### src/rtl/grostl_shift_bytes.sv
// Column-serial ShiftBytes stage for Grostl-256 (P and Q shift vectors).
// Ping-pong buffered: one 8-column state fills while the other drains.
module grostl_shift_bytes (
    input  logic            clk_i,
    input  logic            rst_i,
    input  logic            in_valid_i,
    output logic            in_ready_o,
    input  logic            in_q_i,
    input  logic [0:7][7:0] in_col_i,
    output logic            out_valid_o,
    input  logic            out_ready_i,
    output logic [0:7][7:0] out_col_o,
    output logic            out_q_o,
    output logic [2:0]      out_idx_o,
    output logic            out_last_o
);

    typedef logic [0:7][7:0] col_t;

    col_t       bank_q [0:1][0:7];
    logic [1:0] full_q, full_d;
    logic [1:0] qf_q, qf_d;
    logic       wsel_q, wsel_d;
    logic       rsel_q, rsel_d;
    logic [2:0] wcnt_q, wcnt_d;
    logic [2:0] rcnt_q, rcnt_d;
    logic       accept_s;
    logic       xfer_s;

    // P leaves rows in place; Q maps row r to 2r+1 (r<4) or 2(r-4) (r>=4).
    function automatic logic [2:0] sigma(input logic q, input logic [2:0] row);
        if (q) begin
            sigma = {row[1:0], ~row[2]};
        end else begin
            sigma = row;
        end
    endfunction

    // Handshakes and next-state for both write and read pointers.
    always_comb begin
        accept_s = in_valid_i & ~full_q[wsel_q];
        xfer_s   = out_ready_i & full_q[rsel_q];
        full_d   = full_q;
        qf_d     = qf_q;
        wsel_d   = wsel_q;
        rsel_d   = rsel_q;
        wcnt_d   = wcnt_q;
        rcnt_d   = rcnt_q;
        if (accept_s) begin
            if (wcnt_q == 3'd0) begin
                qf_d[wsel_q] = in_q_i;
            end else begin
                qf_d[wsel_q] = qf_q[wsel_q];
            end
            if (wcnt_q == 3'd7) begin
                full_d[wsel_q] = 1'b1;
                wsel_d         = ~wsel_q;
                wcnt_d         = 3'd0;
            end else begin
                wcnt_d = wcnt_q + 3'd1;
            end
        end else begin
            wcnt_d = wcnt_q;
        end
        // Write and read banks are always distinct, so the two updates never collide.
        if (xfer_s) begin
            if (rcnt_q == 3'd7) begin
                full_d[rsel_q] = 1'b0;
                rsel_d         = ~rsel_q;
                rcnt_d         = 3'd0;
            end else begin
                rcnt_d = rcnt_q + 3'd1;
            end
        end else begin
            rcnt_d = rcnt_q;
        end
    end

    // Control state registers.
    always_ff @(posedge clk_i or posedge rst_i) begin
        if (rst_i) begin
            full_q <= 2'b00;
            qf_q   <= 2'b00;
            wsel_q <= 1'b0;
            rsel_q <= 1'b0;
            wcnt_q <= 3'd0;
            rcnt_q <= 3'd0;
        end else begin
            full_q <= full_d;
            qf_q   <= qf_d;
            wsel_q <= wsel_d;
            rsel_q <= rsel_d;
            wcnt_q <= wcnt_d;
            rcnt_q <= rcnt_d;
        end
    end

    // Column storage for both banks.
    always_ff @(posedge clk_i or posedge rst_i) begin
        if (rst_i) begin
            for (int b = 0; b < 2; b++) begin
                for (int c = 0; c < 8; c++) begin
                    bank_q[b][c] <= '0;
                end
            end
        end else if (accept_s) begin
            bank_q[wsel_q][wcnt_q] <= in_col_i;
        end else begin
            bank_q <= bank_q;
        end
    end

    // Output decode: each row gathers its byte from a rotated column of the read bank.
    always_comb begin
        logic [2:0] src_s;
        out_col_o = '0;
        src_s     = 3'd0;
        for (int i = 0; i < 8; i++) begin
            src_s        = rcnt_q + sigma(qf_q[rsel_q], 3'(i));
            out_col_o[i] = bank_q[rsel_q][src_s][i];
        end
    end

    assign in_ready_o  = ~full_q[wsel_q];
    assign out_valid_o = full_q[rsel_q];
    assign out_q_o     = qf_q[rsel_q];
    assign out_idx_o   = rcnt_q;
    assign out_last_o  = full_q[rsel_q] & (rcnt_q == 3'd7);

endmodule

### config.mk
export PLATFORM = sky130hd
export DESIGN_NAME = grostl_shift_bytes
export DESIGN_NICKNAME = d
export VERILOG_FILES = /design/src/rtl/grostl_shift_bytes.sv
export SDC_FILE = /design/constraint.sdc
export NUM_CORES = 2
export LEC_CHECK = 0
export CORE_MARGIN = 8
export CORE_UTILIZATION = 56
export DETAILED_ROUTE_END_ITERATION = 8
export PLACE_DENSITY_LB_ADDON = 0.3
export SYNTH_ARGS = -nofsm -noshare
export SYNTH_HDL_FRONTEND = slang
export SYNTH_SLANG_ARGS = --single-unit
### constraint.sdc
create_clock -name clk_i -period 34.6 [get_ports clk_i]
set_input_delay 6.92 -clock clk_i [delete_from_list [all_inputs] [get_ports clk_i]]
set_output_delay 6.92 -clock clk_i [all_outputs]
set_load 0.02 [all_outputs]
Yosys cells after proc, flatten, opt, wreduce, memory -nomap -nowiden
Cells that the tools add are included.
{ "totals": {"register_bits": 1036, "in_bits": 69, "output_inout_bits": 71} }
{ "classes": {"muxes": 61, "addsub": 10, "n_reduce_logical": 7, "n_eq_ne": 2, "magnitude_cmp": 17, "bitwise_logic": 20} }
{ "ops": {"columns": ["op", "count"], "rows": [
  ["512-bit two-way mux", 4],
  ["64-bit binary-select mux with 3-bit select", 8],
  ["1024-bit bitwise mux", 1],
  ["512-bit demux with 1-bit select", 1],
  ["64-bit demux with 3-bit select", 1],
  ["64-bit two-way mux", 3],
  ["56-bit two-way mux", 2],
  ["48-bit two-way mux", 2],
  ["40-bit two-way mux", 2],
  ["32-bit two-way mux", 2],
  ["24-bit two-way mux", 2],
  ["4-bit >= comparator, second input constant", 9],
  ["3-bit NOT with 4-bit output", 9],
  ["16-bit two-way mux", 2],
  ["3-bit adder", 8],
  ["3-bit two-way mux", 6],
  ["8-bit two-way mux", 2],
  ["2-bit two-way mux", 7],
  ["1-bit two-way mux", 12],
  ["3-bit by 1-bit adder with 3-bit output, second input constant", 2],
  ["3-bit == test, second input constant", 2],
  ["2-bit bitwise mux", 2],
  ["2-bit >= comparator, second input constant", 2],
  ["1-bit logical AND", 4],
  ["other kinds (13)", 22]
]} }

Logic depth before layout (Yosys ltp)
{ "logic_depth": {"depth_word": 10, "ltp_mapped": 11} }

Worst setup path before layout
Ideal clock, no wire load.
{ "synth_path": {"path_kind": "flip-flop to output port", "startpoint": "register rsel_q", "endpoint": "output out_col_o[55] (netlist bit)", "path_stages_with_launch": 9, "t_arrival_ns": 3.244, "slack_ns": 24.436, "cell_sequence": "dfrtp_1 > buf_6 > mux2i_4 > inv_1 > fa_1 > buf_1 > clkbuf_1 > mux4_2 > mux4_1"} }
{ "synth_rtl": {"columns": ["element", "line_no", "text"], "rows": [
  ["from (decl)", "24", "logic rsel_q, rsel_d;"],
  ["from (signal assigned)", "92", "rsel_q <= rsel_d;"],
  ["to (decl)", "12", "output logic [0:7][7:0] out_col_o,"]
]} }

==> flow_metrics.env <==
export IMPL_p_leak_uw=0.02342
export IMPL_relSlewSlack_pct=21.19
export IMPL_portBuffers=139
export IMPL_synth_ff_type="dfrtp_1"
export IMPL_peakVddDrop_mv=0.1181
export IMPL_ios=140
export IMPL_finalWorstSetupSlack_ps=22560
export IMPL_crit_required_ps=27680
export IMPL_placed_cell_area_um2=49020
export IMPL_grt_pass1_wl_mm=172.0
export IMPL_crit_type="reg2out"
export IMPL_synthesis_area_um2=46950
export IMPL_cts_hold_buffers=0
export IMPL_worstPathArrival_ps=5120
export IMPL_power_density_nw_per_um2=114.3
export IMPL_start_util_pct=56.37
export IMPL_avgSynthCellArea_um2=16.90
export IMPL_cp_start_kind="register"
export IMPL_clock_latency_ps=660
export IMPL_path_clk_slew_ps=60
export IMPL_grtUsageTotal_pct=23.72
export IMPL_crit_fanout=45
export IMPL_fp_dieH_um=305.6
export IMPL_dieArea_um2=93360
export IMPL_postRouteAntennaNets=0
export IMPL_drt_total_wl_mm=109.9
export IMPL_cts_inserted_buffers=107
export IMPL_drive_above_1_share_pct=52.60
export IMPL_grt_max_degree=191
export IMPL_syn_instance_count=2778
export IMPL_drt_iter0_markers=1613
export IMPL_tightest_slew_ps=1177
export IMPL_cap_violations=0
export IMPL_critPathCaptureType="output pin"
export IMPL_period_needed_ps=12040
export IMPL_async_flop_share_pct=100.0
export IMPL_grt_pass1_vias=28000
export IMPL_gp_congestion=0.7632
export IMPL_synth_edff_count=0
export IMPL_stdcell_area_um2=52520
export IMPL_status="finished, final reports clean"
export IMPL_yosysSeqAreaShare_pct=55.22
export IMPL_drtPass1Iterations=5
export IMPL_place_ws_ps=23140
export IMPL_core_area_um2=83290
export IMPL_rsz0062_at_grt="false"
export IMPL_postCtsSetupRepairBufs=0
export IMPL_finalCritPeriodShare_pct=34.80
export IMPL_area_growth_pct=11.86
export IMPL_synth_distinct_cells=42
export IMPL_tns_ps=0
export IMPL_whs_ps=482.7
export IMPL_hpwl_mm=61.25
export IMPL_finalHoldViolCount=0
export IMPL_fmax_ghz=0.08304
export IMPL_finClkSkew_ps=16.58
export IMPL_synth_nets=2861
export IMPL_ctsResizeCount=0
export IMPL_fill_cells=5751
export IMPL_yosys_warnings=0
export IMPL_cts_sinks=1036
export IMPL_globalRoute_totalOverflow=0
export IMPL_synth_seq_cells=1036
export IMPL_antenna_found_initial=8
export IMPL_nets=2919
export IMPL_setup_viol=0
export IMPL_htreeDepth=3
export IMPL_wl_per_cell_um=27.45
export IMPL_viasPerCell=6.299
export IMPL_vias=25210
export IMPL_cts_tree="yes"
export IMPL_slew_viol_final=0
export IMPL_clk_path_buf_depth=3
export IMPL_drc=0
export IMPL_rows=106
export IMPL_worstHoldPathType="reg2reg"
export IMPL_dieWidth_um=305.6
export IMPL_root_buffer="clkbuf_16"
cells in the final DEF, fill, tap and decap left out, types with 9 or more instances in the layout:
master,count
mux4_2,266
mux4_1,24
dfrtp_1,1034
mux2_1,10
clkbuf_1,19
buf_4,45
clkbuf_8,29
nand2_1,27
clkdlybuf4s50_1,139
ha_1,9
clkinv_2,27
mux2_2,1021
mux2i_1,75
clkbuf_16,109
area by class of cell:
class                           count  area, um2  share of cell area, %
Inverter                            8      33.78                0.06432
Tap cell                         1080       1351                  2.573
Timing Repair Buffer              187       1789                  3.407
Clock buffer                      157       3198                  6.089
Antenna cell                        3      7.507                0.01429
Multi-Input combinational cell   1496      19910                  37.91
Clock inverter                     36      295.3                 0.5622
Sequential cell                  1036      25930                  49.38
sequential cells by signal (all words and copies together) (netlist names):
| register | flops |
|---|---|
| bank_q | 1024 |
| full_q | 2 |
| out_idx_o | 3 |
| qf_q | 2 |
| rsel_q | 1 |
| wcnt_q | 3 |
| wsel_q | 1 |
stage by stage:
stage / utilization (%) / power, uW / cells
3_3_place_gp: 58.85 / 4791 / 3807
6_report: 63.06 / 6004 / 4003
4_1_cts: 63.05 / 6061 / 4000
3_5_place_dp: 58.85 / 4910 / 3807
5_1_grt: 63.05 / 6308 / 4002
2_1_floorplan: - / 3984 / 2778
kinds of logic (layout without fill, tap and decap cells):
logic type | after synthesis | in the layout | share of synthesized area (%)
xor+xnor | 10 | 10 | 0.2905
mux | 1397 | 1397 | 40.48
flops | 1036 | 1036 | 55.22
simple gates | 66 | 66 | 0.8288
buf+inv | 246 | 388 | 2.620
compound gates | 9 | 9 | 0.1439
fa+ha+maj | 14 | 14 | 0.4211
other cells | 0 | 3 | 0
report_power, final:
| group | switching (uW) | internal, uW |
|---|---|---|
| Combinational | 1260 | 1540 |
| Clock | 467 | 666 |
| Sequential | 302 | 1770 |
worst paths after layout:
path / slack (ps) / cells after the start / startpoint / to
max reg2reg: 31010 / 4 / wsel_q / bank_q[703]
min in group asynchronous: 6910 / 3 / rst_i / bank_q[722]
max in group asynchronous: 24400 / 6 / rst_i / bank_q[700]
min: 480 / 1 / bank_q[53] / bank_q[53]
max: 22560 / 9 / out_idx_o[0] / out_col_o[47]
min reg2reg: 480 / 1 / bank_q[53] / bank_q[53]
metal layers:
metal,wire length [um],track usage [%],vias to the layer above,part of all wire (%)
met5,37,0,-,0.034
met4,2759,6.743,8,2.5
met3,4948,4.507,181,4.5
met2,55280,39.85,501,50
met1,46850,31.79,13940,43
li1,-,-,10580,-
critical path: stages (launching register included):
cell and delay [ps]:
dfrtp_4 840, buf_4 760, ha_2 390, inv_1 70, fa_1 400, xnor3_1 400
buf_4 340, mux2i_1 140, mux2i_1 380, clkdlybuf4s50_1 700
cells in the mapped netlist, types with 2 or more instances:
library cell / n / area, um2
nand3b_1: 2 / 15.01
fa_1: 3 / 60.06
mux4_1: 24 / 630.6
nand4_2: 2 / 25.02
buf_2: 131 / 655.6
nand3_2: 6 / 60.06
nor2b_1: 3 / 18.77
buf_1: 6 / 22.52
a21oi_1: 2 / 10.01
buf_4: 20 / 150.1
clkbuf_1: 72 / 270.3
nor3_1: 2 / 10.01
buf_6: 9 / 101.4
nand2_1: 30 / 112.6
nand3_1: 4 / 20.02
a41o_1: 2 / 20.02
ha_1: 11 / 137.6
mux2i_1: 75 / 750.7
nor2_1: 5 / 18.77
and2_1: 2 / 12.51
dfrtp_1: 1036 / 25920
a21o_1: 2 / 15.01
xor2_1: 3 / 26.28
inv_1: 7 / 26.28
xnor3_1: 3 / 67.56
xnor2_1: 3 / 26.28
nand4_1: 2 / 12.51
mux2_2: 1021 / 11500
a32oi_1: 2 / 17.52
nand2_2: 2 / 12.51
mux2_1: 10 / 112.6
mux4_2: 266 / 5991
(Power assumes the default switching activity.)
